## config.mk

```make
export PLATFORM = sky130hd
export DESIGN_NAME = hazard_ctrl
export DESIGN_NICKNAME = d
export VERILOG_FILES = /design/src/rtl/core_pkg.sv /design/src/rtl/hazard_mul_timer.sv /design/src/rtl/hazard_ctrl.sv
export SDC_FILE = /design/constraint.sdc
export NUM_CORES = 1
export LEC_CHECK = 0
export CORE_AREA = 4 4 41 43
export DETAILED_ROUTE_END_ITERATION = 8
export DIE_AREA = 0 0 45 47
export HOLD_SLACK_MARGIN = 0.12
export PLACE_DENSITY = 0.67
export SLEW_MARGIN = 20
export SYNTH_ARGS = -nofsm -noshare
export SYNTH_HDL_FRONTEND = slang
export SYNTH_SLANG_ARGS = --single-unit
```

## constraint.sdc

```tcl
create_clock -name clk -period 3.3 [get_ports clk]
set_input_delay 0.99 -clock clk [delete_from_list [all_inputs] [get_ports clk]]
set_output_delay 0.99 -clock clk [all_outputs]
set_load 0.01 [all_outputs]
```

## src/rtl/core_pkg.sv

```systemverilog
// rtl/core_pkg.sv - shared core constants, hazard FSM states and a saturating counter helper
package core_pkg;

   localparam int REG_W    = 5;
   localparam int ZERO_REG = 31;

   typedef enum logic {
      RUN      = 1'b0,
      MUL_WAIT = 1'b1
   } hz_state_e;

   function automatic logic [15:0] sat_inc16(input logic [15:0] v, input logic en);
      return (en && (v != 16'hFFFF)) ? v + 16'd1 : v;
   endfunction

endpackage

```

## src/rtl/hazard_mul_timer.sv

```systemverilog
// rtl/hazard_mul_timer.sv - multiply occupancy counter with load, zero detect and busy flag
module hazard_mul_timer #(
   parameter int MUL_LAT = 4
) (
   input  logic clk,
   input  logic reset,
   input  logic load,
   input  logic active,
   output logic zero,
   output logic busy
);

   localparam int CNT_W = $clog2(MUL_LAT);
   // The start cycle is already one hold cycle, and the zero-count cycle is the last one.
   localparam logic [CNT_W-1:0] LOAD_VAL = CNT_W'(MUL_LAT - 2);

   logic [CNT_W-1:0] cnt;

   always_ff @(posedge clk or posedge reset) begin
      if (reset) begin
         cnt <= '0;
      end else if (load) begin
         cnt <= LOAD_VAL;
      end else if (active && (cnt != '0)) begin
         cnt <= cnt - 1'b1;
      end
   end

   assign zero = (cnt == '0);
   assign busy = active | load;

endmodule

```

## src/rtl/hazard_ctrl.sv

```systemverilog
// rtl/hazard_ctrl.sv - load-use, branch-flush and multiply-hold controller for the 5-stage pipe
// Optional macro HAZARD_PERF_EN adds saturating stall/flush performance counters.
module hazard_ctrl #(
   parameter int MUL_LAT  = 4,
   parameter int REG_W    = core_pkg::REG_W,
   parameter int ZERO_REG = core_pkg::ZERO_REG
) (
   input  logic             clk,
   input  logic             reset,
   input  logic [REG_W-1:0] id_rs_a,
   input  logic [REG_W-1:0] id_rs_b,
   input  logic             id_use_a,
   input  logic             id_use_b,
   input  logic [REG_W-1:0] ex_rd,
   input  logic             ex_we,
   input  logic             ex_is_load,
   input  logic             ex_mul_start,
   input  logic             br_taken,
   output logic             pc_we,
   output logic             ifid_we,
   output logic             ifid_flush,
   output logic             idex_bubble,
   output logic             ex_hold,
   output logic             mul_busy
`ifdef HAZARD_PERF_EN
   ,
   output logic [15:0]      lu_stall_cnt,
   output logic [15:0]      flush_cnt,
   output logic [15:0]      mul_stall_cnt
`endif
);

   import core_pkg::*;

   hz_state_e state;
   logic      run;
   logic      mul_start;
   logic      lu;
   logic      t_zero;
   logic      t_busy;

   assign run       = (state == RUN);
   assign mul_start = run & ex_mul_start & ~br_taken;

   assign lu = ex_is_load & ex_we & (ex_rd != REG_W'(ZERO_REG)) &
               ((id_use_a & (id_rs_a == ex_rd)) | (id_use_b & (id_rs_b == ex_rd)));

   always_ff @(posedge clk or posedge reset) begin
      if (reset) begin
         state <= RUN;
      end else begin
         case (state)
            RUN:      if (mul_start) state <= MUL_WAIT;
            MUL_WAIT: if (t_zero)    state <= RUN;
         endcase
      end
   end

   hazard_mul_timer #(.MUL_LAT(MUL_LAT)) u_mul_timer (
      .clk    (clk),
      .reset  (reset),
      .load   (mul_start),
      .active (~run),
      .zero   (t_zero),
      .busy   (t_busy)
   );

   always_comb begin
      pc_we       = 1'b1;
      ifid_we     = 1'b1;
      ifid_flush  = 1'b0;
      idex_bubble = 1'b0;
      ex_hold     = 1'b0;
      mul_busy    = 1'b0;
      if (reset) begin
         pc_we       = 1'b0;
         ifid_we     = 1'b0;
         ifid_flush  = 1'b1;
         idex_bubble = 1'b1;
      end else if (!run || mul_start) begin
         // While EX is held, branch and load-use requests cannot be acted on.
         pc_we    = 1'b0;
         ifid_we  = 1'b0;
         ex_hold  = 1'b1;
         mul_busy = t_busy;
      end else if (br_taken) begin
         ifid_flush  = 1'b1;
         idex_bubble = 1'b1;
      end else if (lu) begin
         pc_we       = 1'b0;
         ifid_we     = 1'b0;
         idex_bubble = 1'b1;
      end
   end

`ifdef HAZARD_PERF_EN
   logic lu_stall_ev;
   logic flush_ev;

   assign lu_stall_ev = run & ~ex_mul_start & ~br_taken & lu;
   assign flush_ev    = run & br_taken;

   always_ff @(posedge clk or posedge reset) begin
      if (reset) begin
         lu_stall_cnt  <= '0;
         flush_cnt     <= '0;
         mul_stall_cnt <= '0;
      end else begin
         lu_stall_cnt  <= sat_inc16(lu_stall_cnt, lu_stall_ev);
         flush_cnt     <= sat_inc16(flush_cnt, flush_ev);
         mul_stall_cnt <= sat_inc16(mul_stall_cnt, ex_hold);
      end
   end
`endif

   assert property (@(posedge clk) disable iff (reset) !(ex_mul_start && br_taken));

endmodule

```

; ---- After elaboration in Yosys (flattened, before gate mapping)
; Cells that the tools add are included.
[op_classes]
muxes = 20
n_addsub = 1
eq_ne = 3
reduce_logical = 5
n_bitwise = 11
div = 0
magnitude_cmp = 0
mul = 0
n_shift = 0
[ops]
columns = operator, n
row1 = 1-bit 2-to-1 mux, 17
row2 = 5-bit == test, 2
row3 = 1-bit AND, 7
row4 = "5-bit inequality test, second input constant", 1
row5 = 2-bit 2-to-1 mux, 2
row6 = 2-bit nonzero test, 2
row7 = 2-bit logical NOT, 1
row8 = 1-bit NOT, 2
row9 = 1-bit bitwise OR, 2
row10 = 1-bit case mux with 2 select lines, 1
row11 = "2-bit by 1-bit subtractor with 2-bit output, second input constant", 1
row12 = 1-bit logical AND, 1
row13 = 1-bit logical OR, 1
[word_totals]
mem_bits_rw = 0
n_memories = 0
register_bits = 3
rom_bits = 0
input_bits = 23
wordCells = 42
latchBits = 0

; ---- Logic depth before layout (Yosys ltp)
; Gate-level depths: netlist (run 1).
[logic_depth]
ltp_word = 8
mapped_depth = 5

; ---- By module
; A second synthesis (run 1) with hierarchy kept.
[hier_totals]
hier_cells = 46
hier_area_um2 = 382.9
[by_module_without_submodules]
columns = mod, area_per_inst_um2, n_inst, cells_per_inst
row1 = hazard_ctrl, 245.2, 1, 32
row2 = hazard_mul_timer, 137.6, 1, 14

; ---- Worst setup path after synthesis (run 1)
; OpenSTA, ideal clock, no wires.
[synth_path]
path_kind = input -> output
startpoint = in ex_rd[3]
endpoint = out pc_we
cell_stages = 5
t_arrival_ps = 2027
slack_ps = 283
path_buffers = 1
path_cell_list = xor2_1 > nor4_2 > a32oi_1 > o31a_1 > buf_4
[synth_via]
elab_chain_cells = 8
[synth_lines]
columns = item, line
row1 = start: declaration, hazard_ctrl.sv:14  ; input logic [REG_W-1:0] ex_rd,
row2 = 5-bit == test, hazard_ctrl.sv:46  ; ((id_use_a & (id_rs_a == ex_rd)) | (id_use_b & (id_rs_b == ex_rd)));
row3 = 1-bit AND, hazard_ctrl.sv:46
row4 = 1-bit bitwise OR, hazard_ctrl.sv:46
row5 = 1-bit AND *, hazard_ctrl.sv:45  ; assign lu = ex_is_load & ex_we & (ex_rd != REG_W'(ZERO_REG)) &
row6 = 1-bit 2-to-1 mux * (4 in a row), n/a
row7 = end: declaration, hazard_ctrl.sv:19  ; output logic pc_we,
; Mark *: on every way between the ends. The rest lies on a longest branch, timed or not.

; ---- Final worst setup path (run 1)
[layout_path]
startpoint = in id_rs_a[0]
endpoint = out idex_bubble
[layout_via]
elab_chain_cells = 8
[layout_lines]
columns = item, line
row1 = start: declaration, hazard_ctrl.sv:10  ; input logic [REG_W-1:0] id_rs_a,
row2 = 5-bit == test, hazard_ctrl.sv:46
row3 = 1-bit AND, hazard_ctrl.sv:46
row4 = 1-bit bitwise OR, hazard_ctrl.sv:46
row5 = 1-bit AND, hazard_ctrl.sv:45
row6 = 1-bit 2-to-1 mux, hazard_ctrl.sv:89  ; end else if (lu) begin
row7 = 1-bit 2-to-1 mux, hazard_ctrl.sv:86  ; end else if (br_taken) begin
row8 = 1-bit 2-to-1 mux, hazard_ctrl.sv:80  ; end else if (!run || mul_start) begin
row9 = 1-bit 2-to-1 mux, hazard_ctrl.sv:75  ; if (reset) begin
row10 = end: declaration, hazard_ctrl.sv:22  ; output logic idex_bubble,
; No other way between the ends.

==> run_results.csv, run 1 <==
group,metric,value,unit
clocking,clock_sinks,3,
clocking,cts_root_buffer,"clkbuf_4",
power_and_ir_drop,ir_drop,0.000114,V
route,vias,420,
clocking,cts_made_buffers,3,
worst_setup_path,crit_fanout,2,
placement,portBuffers,28,
sta,period_minus_slack,3.26,ns
worst_setup_path,setup.worst_path.class,"in -> out",
power_and_ir_drop,power_density,423,nW/um2
cells_and_area,area_growth,96.8,%
route,initialDrtViolationCount,3,
worst_setup_path,crit_path_start_kind,"input pin",
yosys,ys_top_cells_by_count,"8 x xor2_1, 6 x inv_1, 3 x a21oi_1, 3 x dfrtp_1, 3 x o21ai_0",
yosys,yosysUniqueCellTypes,22,
yosys,syn_inst,42,
yosys,synth_async_sr_flop_share,1.00,
cells_and_area,regArea,75.1,um2
floorplanning,dieArea,2120,um2
floorplanning,io_pins,29,
clocking,htreeDepth,1,
yosys,synth_ff_type,"dfrtp_1",
cells_and_area,fill_cells,143,
sta,period_share,0.988,
route,vias_per_cell,4.57,
global_route,grt_pass1_wl,1630,um
yosys,yosysMostFrequentCell,"xor2_1",
yosys,synth-edff-count,0,
power_and_ir_drop,p_total,290,uW
power_and_ir_drop,p_seq_frac,0.256,
sta,finClkSkew,0.00113,ns
route,postRouteAntennaNets,0,
global_route,grt_pass1_vias,466,
clocking,cts_tree,"built",
sta,fin_ws,0.0399,ns
cells_and_area,layout-drive-gt1-share,0.312,
placement,hpwl,920,um
global_route,grt_remaining_overflow,0,
clocking,clock_latency,0.23,ns
cells_and_area,n_antenna_cell,0,
power_and_ir_drop,p_leak,0.329,nW
power_and_ir_drop,switching_share,0.378,
sta,worstMarginPinSlew,0.280,ns
run_status,outcome,"complete, no violations",
floorplanning,num_rows,13,
sta,max_freq,307,MHz
route,totalWireLength,1040,um
sta,finalHoldViolCount,0,
route,drc_errors,0,
power_and_ir_drop,pwr-share-comb,0.524,
worst_setup_path,arrival,2.27,ns
global_route,grt_max_degree,6,
sta,finalSetupViolations,0,
floorplanning,die_h,47,um
yosys,synth_top_cell_area_share,0.215,
yosys,synth.area.top_cells,"dfrtp_1 22%, xor2_1 20%, inv_1 6.5%, xnor2_1 5.0%, o41ai_2 4.7%",
placement,place.gp.congestion,0.701,
route,wire_per_inst,11.3,um
power_and_ir_drop,p_int,181,uW
yosys,ys_ff_latch,3,
worst_setup_path,crit_path_end_kind,"output pin",
yosys,avgSynthCellArea,8.31,um2
cells_and_area,nNetsFinal,102,
global_route,grt_use_total,0.110,
placement,dp_slack,-0.682,ns
yosys,synth_seq_area_share,0.215,
cells_and_area,multiInputGateArea,264,um2
worst_hold_path,hold_path_depth,1,
worst_hold_path,worstHoldPathType,"reg -> reg",
yosys,synth_fp_nets,66,
yosys,netlist_area,349,um2
global_route,antenna_found_initial,0,
clocking,cts_hold_buf,0,
clocking,cts.clk_slew.worst_paths,0.03,ns
yosys,ys_warn_count,0,
power_and_ir_drop,switchingPower,110,uW
worst_setup_path,crit_required,2.31,ns
floorplanning,die_x,45,um
floorplanning,core_area,1300,um2
yosys,yosysTopAreaCell,"dfrtp_1",
clocking,cts.path.max_buffers,2,
clocking,post_cts_buffers,0,
flow_run,max_cap_violations,0,
power_and_ir_drop,clock_power_share,0.220,
route,drtPass1Iterations,2,
sta,slew-limit-headroom,0.813,
worst_setup_path,ff2ff_path_depth,5,
sta,maxSlewViolCount,0,
floorplanning,start_util,0.268,
routing by layer:
metal / GRT usage / up-vias / wire (um)
li1: - / 210 / -
met1: 0.0886 / 184 / 358
met2: 0.201 / 22 / 538
met3: 0.0498 / 4 / 124
met4: 0.0936 / 0 / 20
met5: 0 / - / 0
per-stage QoR:
step                hold WS, ns  setup TNS, ns  cell area, um2   util  std cells
floorplan                 0.451              0             349      -         42
global placement          0.468          -2.18             671  0.515         88
detailed placement        0.473          -2.33             671  0.515         88
CTS                       0.477              0             677  0.520         92
global route              0.524        -0.0381             687  0.528         92
finish                    0.476              0             687  0.528         92
worst paths after layout:
path | from | end | slack [ns]
min in group asynchronous | reset | u_mul_timer.cnt[1] | 1.14
min | u_mul_timer.cnt[0] | u_mul_timer.cnt[0] | 0.48
max | id_rs_a[0] | idex_bubble | 0.04
max in group asynchronous | reset | state | 2.03
min reg2reg | u_mul_timer.cnt[0] | u_mul_timer.cnt[0] | 0.48
max reg2reg | u_mul_timer.cnt[0] | u_mul_timer.cnt[0] | 2.19
power by group through the flow:
stage	Combinational [mW]	Sequential (mW)	Clock (mW)
detailed placement	0.166	0.0750	0
finish	0.152	0.0742	0.0639
CTS	0.153	0.0745	0.0671
floorplan	0.0945	0.0700	0
global placement	0.162	0.0740	0
global route	0.177	0.0775	0.0693
sequential cells by signal, summed over array words and instances, names as in the netlist:
register and flops:
u_mul_timer.cnt 2, state 1
cell type report:
class,count,area share
flip-flops and latches,3,0.109
multi-input cells,31,0.384
repair buffers,33,0.408
inverters,6,0.0328
well taps,15,0.0273
clock buffers,4,0.0383
cell families after synthesis:
family	count (synthesis)	synth area share
AO/OA/AOI/OAI	10	0.204
XOR/XNOR	10	0.251
adder cells (fa/ha/maj)	1	0.0358
buffers and inverters	8	0.108
flip-flops	3	0.215
multiplexers	1	0.0287
AND/OR/NAND/NOR	9	0.158
what timing repair did:
item,4_1_cts,5_1_grt
pin swaps,4,7
gates resized for setup,37,18
setup endpoints to repair,6,4
cells in the final DEF, fill, tap and decap left out, types with 2 or more instances in the layout:
cell type / count
clkbuf_2: 3
buf_2: 4
xnor2_1: 2
o21ai_0: 3
dlymetal6s2s_1: 2
inv_1: 6
clkbuf_4: 3
dfrtp_1: 3
clkdlybuf4s50_1: 8
nor4_2: 2
xor2_1: 7
clkdlybuf4s15_1: 4
a21oi_1: 2
buf_4: 6
dlygate4sd2_1: 5
worst max-delay path, cell delays in order:
cell	delay (ns)
clkdlybuf4s50_1	0.41
xnor2_1	0.20
a32oi_2	0.15
o41ai_2	0.33
buf_2	0.19
Power figures use the tool's default switching activity.
==> run 2: changes to the inputs <==
- PLACE_DENSITY: 0.67 -> default
- PLACE_DENSITY_LB_ADDON: default -> 0.2
==> run 2 against run 1 <==
Effect of this change: die area stayed put; final cell count stayed put; worst setup slack better by 0.033 ns; combinational power is 3% higher; global-route usage is 0.96 points higher; register-to-register slack worse by 0.03 ns; non-clock buffer count stayed put; critical path depth stayed put; power is 2.3% higher; first-iteration DRC count is 100% higher; critical path type unchanged; largest cell class is now multi-input combinational cells.
==> run_results.csv, run 2 (synthesized netlist as in run 1, its figures left out) <==
group,metric,value,unit
power_and_ir_drop,ir_drop,0.000198,V
floorplanning,io_pins,29,
cells_and_area,area_growth,95.7,%
worst_setup_path,crit_fanout,2,
worst_setup_path,r2r_start,"u_mul_timer.cnt[1]",
power_and_ir_drop,switchingPower,115,uW
power_and_ir_drop,p_int,182,uW
route,top_layer,"met4",
clocking,clock_latency,0.24,ns
power_and_ir_drop,pwr-share-comb,0.530,
power_and_ir_drop,p_leak,0.325,nW
worst_setup_path,rrSetupSlack,2.16,ns
sta,worstMarginPinSlew,0.278,ns
worst_setup_path,crit_path_end_kind,"output pin",
worst_setup_path,ff2ff_path_depth,5,
placement,postPlaceCellArea,671,um2
clocking,htreeDepth,1,
route,wl_met1,374,um
global_route,grt_pass1_wl,1770,um
sta,period_minus_slack,3.23,ns
sta,finalHoldViolCount,0,
worst_setup_path,setup.worst_path.class,"in -> out",
placement,hpwl,919,um
worst_hold_path,hold_start,"u_mul_timer.cnt[0]",
floorplanning,start_util,0.268,
global_route,grt_remaining_overflow,0,
sta,finalSetupViolations,0,
route,wire_per_inst,11.9,um
worst_setup_path,critical_path.slowest_cell,"clkdlybuf4s50_1",
cells_and_area,fill_cells,149,
clocking,cts_hold_buf,0,
floorplanning,die_h,47,um
global_route,antenna_found_initial,0,
power_and_ir_drop,p_seq_frac,0.251,
global_route,grt_max_degree,6,
route,vias,420,
power_and_ir_drop,switching_share,0.387,
cells_and_area,regMostFlops,"u_mul_timer.cnt",
cells_and_area,reg_top3,"u_mul_timer.cnt (2), state (1)",
clocking,cts_tree,"built",
route,postRouteAntennaNets,0,
sta,maxSlewViolCount,0,
clocking,cts.clk_slew.worst_paths,0.03,ns
floorplanning,core_area,1300,um2
placement,placed_cells,88,
placement,place.gp.congestion,0.739,
route,wl_met3,111,um
worst_setup_path,crit_path_start_kind,"input pin",
sta,slew-limit-headroom,0.814,
cells_and_area,layout_common_cells,"8 x clkdlybuf4s50_1, 8 x buf_2, 7 x xor2_1",
worst_hold_path,hold_path_depth,1,
worst_setup_path,arrival,2.24,ns
floorplanning,num_rows,13,
worst_setup_path,critPathMaxStageDelay,0.50,ns
global_route,grt_pass1_vias,487,
cells_and_area,largest_register_ffs,2,
floorplanning,die_x,45,um
worst_setup_path,startpoint,"id_rs_a[0]",
clocking,cts_made_buffers,3,
power_and_ir_drop,clock_power_share,0.220,
cells_and_area,nNetsFinal,102,
worst_setup_path,worstPathCellList,"clkdlybuf4s50_1 -> xnor2_2 -> a32oi_2 -> o31a_1 -> buf_2",
route,drc_errors,0,
cells_and_area,n_antenna_cell,0,
sta,period_share,0.978,
route,initialDrtViolationCount,6,
global_route,grt_use_total,0.119,
clocking,cts_root_buffer,"clkbuf_4",
route,vias_per_cell,4.57,
route,wl_met2,575,um
route,totalWireLength,1100,um
sta,rsz0062_at_grt,"false",
flow_run,max_cap_violations,0,
sta,finClkSkew,0.00655,ns
worst_setup_path,crit_path_end,"pc_we",
placement,portBuffers,28,
clocking,clock_sinks,3,
cells_and_area,layout-drive-gt1-share,0.338,
floorplanning,dieArea,2120,um2
worst_hold_path,worstHoldPathType,"reg -> reg",
sta,max_freq,310,MHz
power_and_ir_drop,power_density,435,nW/um2
run_status,outcome,"complete, no violations",
cells_and_area,final_cells,92,
worst_setup_path,crit_required,2.31,ns
route,drtPass1Iterations,2,
clocking,cts.path.max_buffers,2,
cells_and_area,postLayoutCellArea,683,um2
worst_setup_path,worst_r2r_endpoint,"u_mul_timer.cnt[0]",
## run 2: cell count changes in the layout (fill, tap and decap cells not counted), sizes merged
cell           delta
buf               +3
clkbuf            -2
clkdlybuf4s15     -1
dlygate4sd2       +1
dlymetal6s2s      -1
## run 2: timing repair
item	CTS	global route
resized for setup	49	8
setup endpoints to repair	6	4
pin swaps	8	4
buffers inserted	1	0
gates cloned	0	0
## run 2: critical path, delay by kind of cell
family	cells	cell delay, ns
AO/OA/AOI/OAI	2	0.47
buffers and inverters	2	0.64
XOR/XNOR	1	0.13
## run 2: layout make-up
class                      count  area, um2  area share
multi-input combinational     31        272       0.397
clock buffer                   4       26.3      0.0385
timing repair buffer          33        269       0.394
tap                           15       18.8      0.0275
sequential                     3       75.1       0.110
inverter                       6       22.5      0.0330
## run 2: routing by layer
metal / vias up / global-route usage
li1: 212 / -
met1: 181 / 0.103
met2: 23 / 0.212
met3: 4 / 0.0421
met4: 0 / 0.117
met5: - / 0
## run 2: how the worst min path moves through the flow
stage                              end
CTS                 u_mul_timer.cnt[0]
finish              u_mul_timer.cnt[0]
global placement    u_mul_timer.cnt[0]
global route        u_mul_timer.cnt[0]
detailed placement  u_mul_timer.cnt[0]
floorplan           u_mul_timer.cnt[0]
## run 2: stage by stage
stage	TNS (ns)	setup slack, ns	utilization	power [mW]	hold WS (ns)
6_report	0	0.0733	0.525	0.297	0.468
3_5_place_dp	-2.33	-0.683	0.515	0.245	0.470
5_1_grt	0	0.0154	0.525	0.328	0.498
2_1_floorplan	0	0.283	-	0.164	0.451
4_1_cts	-0.114	-0.114	0.528	0.303	0.474
3_3_place_gp	-2.36	-0.697	0.515	0.236	0.464
## run 2: power by group through the flow
stage	clock network (mW)	logic, mW	registers, mW
floorplan	0	0.0945	0.0700
global placement	0	0.163	0.0727
detailed placement	0	0.172	0.0735
CTS	0.0682	0.161	0.0733
global route	0.0739	0.178	0.0768
finish	0.0652	0.157	0.0745
==> RTL edit: new RTL, settings of run 2 <==
`MUL_LAT` is set to 4 in 2 places; all go to 8.
--- a/src/rtl/hazard_mul_timer.sv
+++ b/src/rtl/hazard_mul_timer.sv
@@ -1,6 +1,6 @@
 // rtl/hazard_mul_timer.sv - multiply occupancy counter with load, zero detect and busy flag
 module hazard_mul_timer #(
-   parameter int MUL_LAT = 4
+   parameter int MUL_LAT = 8
 ) (
    input  logic clk,
    input  logic reset,
--- a/src/rtl/hazard_ctrl.sv
+++ b/src/rtl/hazard_ctrl.sv
@@ -1,7 +1,7 @@
 // rtl/hazard_ctrl.sv - load-use, branch-flush and multiply-hold controller for the 5-stage pipe
 // Optional macro HAZARD_PERF_EN adds saturating stall/flush performance counters.
 module hazard_ctrl #(
-   parameter int MUL_LAT  = 4,
+   parameter int MUL_LAT  = 8,
    parameter int REG_W    = core_pkg::REG_W,
    parameter int ZERO_REG = core_pkg::ZERO_REG
 ) (
Check against the original RTL: not equivalent (Yosys sat finds a counterexample within 10 cycles, from zero or initial values and one cycle with reset high).
==> RTL edit against run 2 <==
Total power rose by 10%. Largest cell class unchanged. Largest power group unchanged. Worst setup slack got worse by 0.018 ns. Critical path type unchanged. Area after synthesis rose by 15%. Via count rose by 10%. Routed wire length rose by 11%. Sequential cell count rose by 1. Count of clock-buffer cells in the layout fell by 1. Worst hold slack improved by 0.086 ns. Cell area rose by 7.9%.
==> RTL edit: results (changes against run 2) <==
route:
  avgRoutedWirePerCell_um: 12.7  # +6.4%
  wirelength_um: 1220  # +11%
  drtIter0Drc: 10  # +4
  avgViaCountPerCell: 4.82  # +5.6%
  first_pass_iters: 4  # +2
setup_path:
  path_max_fanout: 2  # unchanged
  ff2ff_path_depth: 6  # +1
  regToRegSetupSlack_ns: 1.97  # -0.19 ns
  r2r-start: "u_mul_timer.cnt[1]"
  r2r-end: "u_mul_timer.cnt[1]"
yosys:
  syn_nets: 72  # +9.1%
  postSynthAreaPerCell_um2: 8.57  # +3.1%
  synthMuxAreaShare_pct: 0  # -2.9 points
  synthAdderAreaFrac_pct: 6.21  # +2.6 points
  synth_xor_area_share_pct: 21.7  # -3.4 points
  synth_commonest_cells: "xor2_1, inv_1, a21oi_1, dfrtp_1"
  synth_compound_area_share_pct: 19.3  # -1.2 points
  ys_top_cells_by_area: "dfrtp_1, xor2_1, ha_1, a21oi_1, inv_1"
  seq_area_frac_synth_pct: 24.8  # +3.3 points
  async_flop_share_pct: 100  # unchanged
clocking:
  cts_setup_buffers: 0  # -1
  root_buffer: "clkbuf_4"
power:
  vdd_drop_max_v: 0.000156  # -21%
  p_int_uw: 198  # +8.7%
  leakage_uw: 0.000363  # +12%
global_route:
  grt_pass1_vias: 451  # -7.4%
  grt_pass1_wl_um: 1870  # +5.8%
  grtUsageTotal_pct: 12.4  # +0.50 points
sta:
  hold-worst-slack_ns: 0.554  # +0.0855 ns
  finClkSkew_ns: 0.00731  # +0.000755 ns
  worstMarginPinSlew_ns: 0.261  # -0.0177 ns
  finalCriticalPeriod_ns: 3.24  # +0.0177 ns
layout:
  nFillCells: 136  # -8.7%
  drive_gt1_share_pct: 28.4  # -5.4 points
  largest_registers: "u_mul_timer.cnt x3, state x1"
  num-nets-final: 108  # +5.9%
min_path:
  min_delay_path_depth: 2  # +1
  min_to: "u_mul_timer.cnt[2]"
  hp-start: "u_mul_timer.cnt[2]"
run_status:
  outcome: "complete, no violations"
placed_design:
  gp_congestion: 0.736  # -0.37%
  dp_cells: 93  # +5.7%
  place_ws_ns: -0.644  # +0.0392 ns
  port_buffers: 28  # unchanged
==> RTL edit: power groups by stage <==
stage	logic, µW	registers (µW)	clock network (µW)
after floorplan	105	89.5	0
after global placement	173	95.6	0
after detailed placement	177	95.3	0
after CTS	172	96.0	61.3
after global routing	192	99.2	67.8
final	171	96.1	59.6
==> RTL edit: final cells by class <==
cell class / instances / area, µm² / share of cell area [%]
inverter: 5 / 18.8 / 2.55
clock buffer: 3 / 22.5 / 3.06
sequential: 4 / 100 / 13.6
timing repair buffer: 33 / 275 / 37.4
multi-input combinational: 36 / 302 / 40.9
tap: 15 / 18.8 / 2.55
==> RTL edit: critical path, stage by stage <==
cell and delay, ns:
dlygate4sd2_1 0.23, xor2_1 0.14, nor4_2 0.24, a32oi_2 0.17
o41ai_2 0.30, buf_2 0.18
==> RTL edit: how the worst max path moves through the flow <==
stage,startpoint,to
finish,id_rs_a[4],idex_bubble
global placement,ex_rd[2],idex_bubble
floorplan,ex_rd[3],pc_we
global route,id_rs_a[4],idex_bubble
CTS,ex_rd[2],pc_we
detailed placement,ex_rd[2],idex_bubble
==> RTL edit: through the flow <==
stage / util (%) / setup TNS, ns / power (µW)
after floorplan: - / 0 / 194
after global placement: 55.7 / -1.74 / 269
after detailed placement: 55.7 / -1.83 / 272
after CTS: 56.1 / 0 / 330
after global routing: 56.6 / -0.0270 / 359
final: 56.6 / 0 / 327
==> RTL edit: layer usage <==
layer  GRT usage [%]  vias to the layer above  part of all wire, %
li1                -                      230                    -
met1            13.5                      214                   36
met2            22.9                       19                   57
met3            3.07                        0                  6.9
met4            5.26                        0                    0
met5               0                        -                    0
==> RTL edit: what timing repair did <==
item                       in CTS  in global routing
gates resized for setup        34                 16
setup endpoints to repair       6                  4
pin swaps                       7                  7
